### config.mk
export PLATFORM = sky130hd
export DESIGN_NAME = seed_round_ctrl_flat
export DESIGN_NICKNAME = d
export VERILOG_FILES = /design/src/rtl/seed_round_ctrl_if.sv /design/src/rtl/seed_round_ctrl.sv /design/src/flat_wrapper.sv
export SDC_FILE = /design/constraint.sdc
export NUM_CORES = 1
export LEC_CHECK = 0
export CAP_MARGIN = 10
export CORE_UTILIZATION = 35
export DETAILED_ROUTE_END_ITERATION = 8
export GPL_TIMING_DRIVEN = 0
export HOLD_SLACK_MARGIN = 0.05
export PLACE_DENSITY = 0.66
export REMOVE_ABC_BUFFERS = 1
export SYNTH_ARGS = -nofsm -noshare
export SYNTH_HDL_FRONTEND = slang
export SYNTH_SLANG_ARGS = --single-unit
### constraint.sdc
create_clock -name clk -period 4.98 [get_ports clk]
set_input_delay 1.494 -clock clk [delete_from_list [all_inputs] [get_ports clk]]
set_output_delay 1.494 -clock clk [all_outputs]
set_load 0.05 [all_outputs]
### src/rtl/seed_round_ctrl_if.sv
// Handshake and datapath-control bundle between seed_round_ctrl (master) and
// the host block interface / SEED round datapath (slave).
interface seed_round_ctrl_if #(
    parameter int PHASE_W = 2
);
    logic               req_valid;
    logic               req_decrypt;
    logic               req_ready;
    logic               load_block;
    logic               load_key;
    logic               round_en;
    logic               key_step;
    logic               key_dir;
    logic [3:0]         round_idx;
    logic [PHASE_W-1:0] phase;
    logic               sync;
    logic               busy;
    logic               out_valid;
    logic               out_ready;

    modport master (
        input  req_valid, req_decrypt, out_ready,
        output req_ready, load_block, load_key, round_en, key_step, key_dir,
               round_idx, phase, sync, busy, out_valid
    );

    modport slave (
        output req_valid, req_decrypt, out_ready,
        input  req_ready, load_block, load_key, round_en, key_step, key_dir,
               round_idx, phase, sync, busy, out_valid
    );
endinterface

### src/rtl/seed_round_ctrl.sv
// SEED round sequencer: IDLE -> LOAD -> ROUND x NUM_ROUNDS -> DONE, clock-enabled.
// Define SEED_ROUND_CTRL_DECRYPT_EN to build reverse round/key order for decrypt.
module seed_round_ctrl #(
    parameter int NUM_ROUNDS = 16,
    parameter int PHASE_W    = 2
) (
    input  logic              clk,
    input  logic              reset,
    input  logic              clk_en,
    input  logic              abort,
    seed_round_ctrl_if.master bus
);

    typedef enum logic [1:0] {IDLE, LOAD, ROUND, DONE} state_t;

    localparam logic [3:0]         LAST_IDX  = 4'(NUM_ROUNDS - 1);
    localparam logic [PHASE_W-1:0] PHASE_ONE = 1;

    state_t             state_q;
    state_t             state_d;
    logic [PHASE_W-1:0] phase_q;
    logic [3:0]         round_idx_q;
    logic               key_dir_q;

    logic               last_phase;
    logic               final_round;
    logic               accept_dir;
    logic [3:0]         start_idx;
    logic [3:0]         next_idx;

    assign last_phase = &phase_q;

`ifdef SEED_ROUND_CTRL_DECRYPT_EN
    assign accept_dir  = bus.req_decrypt;
    assign final_round = key_dir_q ? (round_idx_q == 4'd0) : (round_idx_q == LAST_IDX);
    assign start_idx   = key_dir_q ? LAST_IDX : 4'd0;
    assign next_idx    = key_dir_q ? (round_idx_q - 4'd1) : (round_idx_q + 4'd1);
`else
    assign accept_dir  = 1'b0;
    assign final_round = (round_idx_q == LAST_IDX);
    assign start_idx   = 4'd0;
    assign next_idx    = round_idx_q + 4'd1;
`endif

    always_ff @(posedge clk or negedge reset) begin
        if (!reset) begin
            state_q <= IDLE;
        end else if (clk_en) begin
            state_q <= state_d;
        end
    end

    // Abort wins over acceptance in IDLE and over out_ready in DONE.
    always_comb begin
        state_d = state_q;
        if (abort) begin
            state_d = IDLE;
        end else begin
            case (state_q)
                IDLE:    if (bus.req_valid) state_d = LOAD;
                LOAD:    state_d = ROUND;
                ROUND:   if (last_phase && final_round) state_d = DONE;
                DONE:    if (bus.out_ready) state_d = IDLE;
                default: state_d = IDLE;
            endcase
        end
    end

    always_ff @(posedge clk or negedge reset) begin
        if (!reset) begin
            phase_q     <= '0;
            round_idx_q <= 4'd0;
            key_dir_q   <= 1'b0;
        end else if (clk_en) begin
            if (abort) begin
                phase_q     <= '0;
                round_idx_q <= 4'd0;
                key_dir_q   <= 1'b0;
            end else begin
                case (state_q)
                    IDLE: begin
                        if (bus.req_valid) key_dir_q <= accept_dir;
                    end
                    LOAD: begin
                        phase_q     <= '0;
                        round_idx_q <= start_idx;
                    end
                    ROUND: begin
                        phase_q <= phase_q + PHASE_ONE;
                        if (last_phase && !final_round) round_idx_q <= next_idx;
                    end
                    default: ;
                endcase
            end
        end
    end

    // Every output comes from registered state, so no input reaches an output combinationally.
    always_comb begin
        bus.req_ready  = 1'b0;
        bus.load_block = 1'b0;
        bus.load_key   = 1'b0;
        bus.round_en   = 1'b0;
        bus.key_step   = 1'b0;
        bus.sync       = 1'b0;
        bus.busy       = 1'b0;
        bus.out_valid  = 1'b0;
        case (state_q)
            IDLE: bus.req_ready = 1'b1;
            LOAD: begin
                bus.load_block = 1'b1;
                bus.load_key   = 1'b1;
                bus.busy       = 1'b1;
            end
            ROUND: begin
                bus.busy     = 1'b1;
                bus.sync     = phase_q[0];
                bus.round_en = last_phase;
                bus.key_step = last_phase && !final_round;
            end
            DONE:    bus.out_valid = 1'b1;
            default: ;
        endcase
    end

    assign bus.phase     = phase_q;
    assign bus.round_idx = round_idx_q;
    assign bus.key_dir   = key_dir_q;

endmodule

### src/flat_wrapper.sv
// flat-port wrapper written by rule: the top's interface ports become plain ports
module seed_round_ctrl_flat 
#(
    parameter int NUM_ROUNDS = 16,
    parameter int PHASE_W    = 2
)
  (clk, reset, clk_en, abort, bus_req_valid, bus_req_decrypt, bus_out_ready, bus_req_ready, bus_load_block, bus_load_key, bus_round_en, bus_key_step, bus_key_dir, bus_round_idx, bus_phase, bus_sync, bus_busy, bus_out_valid);
  seed_round_ctrl_if #(.PHASE_W(PHASE_W)) bus_i ();
  input  logic clk;
  input  logic reset;
  input  logic clk_en;
  input  logic abort;
  input wire logic [$bits(bus_i.req_valid)-1:0] bus_req_valid;
  input wire logic [$bits(bus_i.req_decrypt)-1:0] bus_req_decrypt;
  input wire logic [$bits(bus_i.out_ready)-1:0] bus_out_ready;
  output wire logic [$bits(bus_i.req_ready)-1:0] bus_req_ready;
  output wire logic [$bits(bus_i.load_block)-1:0] bus_load_block;
  output wire logic [$bits(bus_i.load_key)-1:0] bus_load_key;
  output wire logic [$bits(bus_i.round_en)-1:0] bus_round_en;
  output wire logic [$bits(bus_i.key_step)-1:0] bus_key_step;
  output wire logic [$bits(bus_i.key_dir)-1:0] bus_key_dir;
  output wire logic [$bits(bus_i.round_idx)-1:0] bus_round_idx;
  output wire logic [$bits(bus_i.phase)-1:0] bus_phase;
  output wire logic [$bits(bus_i.sync)-1:0] bus_sync;
  output wire logic [$bits(bus_i.busy)-1:0] bus_busy;
  output wire logic [$bits(bus_i.out_valid)-1:0] bus_out_valid;
  assign bus_i.req_valid = bus_req_valid;
  assign bus_i.req_decrypt = bus_req_decrypt;
  assign bus_i.out_ready = bus_out_ready;
  assign bus_req_ready = bus_i.req_ready;
  assign bus_load_block = bus_i.load_block;
  assign bus_load_key = bus_i.load_key;
  assign bus_round_en = bus_i.round_en;
  assign bus_key_step = bus_i.key_step;
  assign bus_key_dir = bus_i.key_dir;
  assign bus_round_idx = bus_i.round_idx;
  assign bus_phase = bus_i.phase;
  assign bus_sync = bus_i.sync;
  assign bus_busy = bus_i.busy;
  assign bus_out_valid = bus_i.out_valid;
  seed_round_ctrl #(.NUM_ROUNDS(NUM_ROUNDS), .PHASE_W(PHASE_W)) u_core (.clk(clk), .reset(reset), .clk_en(clk_en), .abort(abort), .bus(bus_i));
endmodule
## Yosys cells after proc, flatten, opt, wreduce, memory -nomap -nowiden

Cells that the tools add are included.

| operators by class | value |
|---|---|
| $add $sub $neg | 2 |
| eq/ne operators | 8 |
| mux-type cells | 20 |
| reduce and logical (&&, ||, !) cells | 13 |

Operators with widths:

| cell | number |
|---|---|
| $mux 1 | 10 |
| $mux 2 | 5 |
| $mux 4 | 2 |
| $pmux 2 s4 | 1 |
| $pmux 4 s2 | 1 |
| $ne 3x2->1 const B | 2 |
| $ne 3x3->1 const B | 2 |
| $reduce_and 3->1 | 2 |
| $add 4x1->4 const B | 1 |
| $eq 2x2->1 const B | 2 |
| $eq 4x4->1 const B | 1 |
| $pmux 2 s2 | 1 |
| $reduce_and 2->1 | 2 |
| $reduce_and 4->1 | 1 |
| $reduce_bool 2->1 | 2 |
| $reduce_bool 3->1 | 1 |
| $add 2x1->2 const B | 1 |
| $eq 2x1->1 const B | 1 |
| $logic_and 1x1->1 | 2 |
| $logic_not 2->1 | 1 |
| $reduce_or 2->1 | 1 |
| $logic_not 1->1 | 1 |

| storage, ports and cells | value |
|---|---|
| bits in registers | 9 |
| output and inout port bits | 15 |
| word-level logic and storage cells | 47 |

## Logic depth before layout (Yosys ltp)

| depth | value |
|---|---|
| depth after elaboration | 6 |
| gate-level depth with buffers | 6 |
| gate-level depth less buffers | 6 |

## Worst setup path after synthesis

No wires, ideal clock.

| timing | value |
|---|---|
| path type | register -> output |
| from | register u_core.round_idx_q[0] (netlist: u_core.bus.round_idx[0]) |
| to | output bus_key_step |
| data arrival time | 1496 ps |
| setup slack | 1990 ps |
| cell stages (with the launch flop) | 4 |
| path buffers | 0 |
| cell sequence | dfrtp_1 ha_1 nand3_1 and3_1 |

| between the ends | value |
|---|---|
| cells in the longest elaborated chain, start to end | 4 |

Ends and longest elaborated chain:

| item | RTL line | text |
|---|---|---|
| start: declaration | seed_round_ctrl.sv:22 | `logic [3:0] round_idx_q;` |
| start signal: assignment | seed_round_ctrl.sv:86 | `round_idx_q <= start_idx;` |
| start signal: assignment | seed_round_ctrl.sv:90 | `if (last_phase && !final_round) round_idx_q <= next_idx;` |
| $eq 4x4->1 | seed_round_ctrl.sv:40 | `assign final_round = (round_idx_q == LAST_IDX);` |
| $logic_not 1->1 | seed_round_ctrl.sv:119 | `bus.key_step = last_phase && !final_round;` |
| $logic_and 1x1->1 | seed_round_ctrl.sv:119 |  |
| $mux 1 | seed_round_ctrl.sv:108 | `case (state_q)` |
| end: declaration | flat_wrapper.sv:20 | `output wire logic [$bits(bus_i.key_step)-1:0] bus_key_step;` |

No other way between the ends.

## Final worst setup path

| timing | value |
|---|---|
| from | register u_core.state_q[0] |
| to | output bus_key_step |

| between the ends | value |
|---|---|
| cells in the longest elaborated chain, start to end | 2 |

Ends and longest elaborated chain:

| item | RTL line | text |
|---|---|---|
| start: declaration | seed_round_ctrl.sv:19 | `state_t state_q;` |
| start signal: assignment | seed_round_ctrl.sv:49 | `state_q <= state_d;` |
| $eq 2x2->1 | seed_round_ctrl.sv:108 |  |
| $mux 1 | seed_round_ctrl.sv:108 |  |

No other way between the ends.

==> impl_metrics.csv <==
group,metric,value,unit
synthesis,yosysWarningCount,0,
global_routing,all_layer_gr_usage,16.0,%
synthesis,netlist_area,564,um2
worst_hold_path,min_path_type,"flip-flop to flip-flop",
cts,worst_skew_pair.late_latency,0.26,ns
detailed_routing,route.detailed.vias_per_inst,5.27,
sta,clock.fmax,278,MHz
synthesis,syn_area_per_cell,8.68,um2
power,irDropWorstVdd,457,uV
floorplanning,fp.coreArea,1510,um2
cts,cts_repair_resize_count,0,
cells_and_area,register_area,200,um2
synthesis,synth.most_common_cell,"nand2_1",
cells_and_area,drive_above_1_share,3.53,%
cts,holdBufCountCts,0,
sta,fin_worst_skew,0.00234,ns
critical_path,cp.arrival,2.10,ns
detailed_routing,detail_route.drc_violations,0,
detailed_routing,wl_per_cell,12.6,um
sta,finalSetupViolations,0,
power,cell_leakage_power,0.336,nW
synthesis,synth_edf_count,0,
cts,clkSinkCount,8,
detailed_routing,wirelength,1280,um
global_routing,antenna_found_initial,0,
global_routing,number_of_global_route_vias_before_repair,454,
floorplanning,row_count,14,
floorplanning,die-width,42.2,um
cells_and_area,syn2layout_area_growth,38.6,%
global_routing,total_overflow_reported_by_the_global_router,0,
cells_and_area,filler_cell_count,160,
cts,clock_tree.htree_level_count,1,
cells_and_area,final_net_count,101,
placement,post_dp_hpwl,945,um
cells_and_area,fin_util,51.9,%
synthesis,postSynthRegisterBits,8,
floorplanning,floorplan.die.height,42.2,um
synthesis,yosys_most_used_dff,"dfrtp_1",
critical_path,crit_path_end_kind,"primary output",
cts,clock_path_buffers,2,
sta,pin_slew_with_the_least_headroom_to_its_limit,0.739,ns
sta,slew-limit-headroom,50.3,%
cts,clock_tree.root_cell,"clkbuf_4",
floorplanning,pin_count,22,
placement,globalplace.congestion,0.782,
placement,portBuffers,19,
cts,tritoncts.num_buffers,3,
critical_path,setup.worst_path.start_class,"flip-flop",
critical_path,path_class,"flip-flop to primary output",
sta,timing_hold_violations_final,0,
floorplanning,floorplan.die_area,1780,um2
critical_path,worstPathMaxFanout,8,
sta,rsz0062_at_grt,"false",
detailed_routing,iteration_count_of_the_initial_detailed_routing_pass,4,
cells_and_area,multi_input_comb_area,330,um2
critical_path,critical_path_required,3.49,ns
cts,cts.repair_timing.setup_buffer_count,0,
synthesis,synth_top_cells_by_count,"nand2_1 (9), dfrtp_1 (8), ha_1 (7)",
cts,clkSlewWorstSetupHoldPaths,0.05,ns
detailed_routing,drc_violation_total_after_the_first_tritonroute_iteration,8,
outcome,outcome,"finished clean",
global_routing,wire_length_of_the_first_global_routing_pass,2060,um
power,pwr_density_cell,469,nW/um2
synthesis,synth-seq-area-share,35.5,%
cts,tritoncts,"yes",
placement,detailedPlace.worstSlack,1.67,ns
job,max_cap_viol_count,0,
sta,post-route-min-period,3.60,ns
detailed_routing,detail-route-antenna-nets,0,
cells_and_area,antenna_cells_inserted,0,
synthesis,post_synth_cell_types,23,
sta,final_slew_violations,0,
synthesis,post-synth-top-area-fraction,35.5,%
global_routing,grt_max_degree,9,
synthesis,post_synth_main_area_contributors,"dfrtp_1 (35%), ha_1 (16%), nand2_1 (6.0%)",
sta,fin_crit_sh,72.3,%
synthesis,synth_cells,65,
detailed_routing,dr_total_vias,532,
sta,worst_slack,1.38,ns
synthesis,yosysTopAreaCell,"dfrtp_1",
sta,timing.setup.tns,0,ns
synthesis,postSynth.asyncResetShare,100,%
floorplanning,initial_core_util,37.5,%
[cell usage in the layout, fill, tap and decap left out]
master / n
o311ai_0: 1
o31ai_1: 4
conb_1: 1
nand2_1: 9
nor2_1: 2
a21oi_1: 2
clkdlybuf4s50_1: 19
and4_1: 2
o21ai_0: 4
o21a_1: 1
o311ai_1: 1
o211ai_1: 2
and3_1: 1
dfrtp_1: 8
ha_1: 7
nand3_1: 5
nor2b_1: 1
or4_1: 1
clkbuf_4: 3
and2_1: 2
inv_1: 5
nand2b_1: 1
o21ai_1: 2
o22ai_1: 1
[worst max-delay path: stages (launching register included)]
cell	delay (ns)
dfrtp_1	0.41
inv_1	0.13
ha_1	0.30
and3_1	0.21
clkdlybuf4s50_1	0.80
[flip-flops by register name (all words and copies together) (netlist names)]
name,count
u_core.bus.phase,2
u_core.bus.round_idx,4
u_core.state_q,2
[layer usage]
metal  up-vias  wire length [um]  track usage [%]
met5         -                 0                0
met4         0                17             5.63
met3         2                68             7.76
met2        16               555             22.2
met1       240               634             21.6
li1        274                 -                -
[power by group]
part	total [W]	switching [W]	internal [W]
combinational	0.000229	0.000154	0.0000748
clock	0.0000511	0.0000234	0.0000277
sequential	0.0000870	0.0000122	0.0000748
total	0.000367	0.000189	0.000177
[metrics by stage]
stage	power [W]	std cells	instance area (um2)	hold WS [ns]
2_1_floorplan	0.000252	63	549	0.524
3_3_place_gp	0.000315	98	759	0.505
3_5_place_dp	0.000316	98	759	0.505
4_1_cts	0.000370	101	782	0.517
5_1_grt	0.000388	101	782	0.543
6_report	0.000367	101	782	0.517
[logic make-up (layout without fill, tap and decap cells)]
logic type / count (synthesis) / in the layout / share of synthesized area (%)
other: 1 / 1 / 0.665
AO/OA/AOI/OAI: 18 / 18 / 20.6
AND/OR/NAND/NOR: 24 / 24 / 21.7
buffers and inverters: 7 / 27 / 5.99
flip-flops: 8 / 8 / 35.5
adder cells (fa/ha/maj): 7 / 7 / 15.5
[worst paths after layout]
check | start | to | slack, ns | cells after the start
worst max-delay path | u_core.state_q[0] | bus_key_step | 1.38 | 4
worst min-delay path | u_core.bus.phase[1] | u_core.bus.phase[1] | 0.52 | 2
worst max register to register | u_core.state_q[1] | u_core.bus.round_idx[0] | 3.14 | 5
worst min register to register | u_core.bus.phase[1] | u_core.bus.phase[1] | 0.52 | 2
max in group asynchronous | reset | u_core.state_q[0] | 3.19 | 1
min in group asynchronous | reset | u_core.state_q[1] | 1.52 | 1
[cell type report]
class,instances,area share (%)
clock buffers,3,2.88
inverters,5,2.40
flip-flops and latches,8,25.6
multi-input cells,50,42.2
well taps,16,2.56
repair buffers,19,24.3
Power figures use the tool's default switching activity.
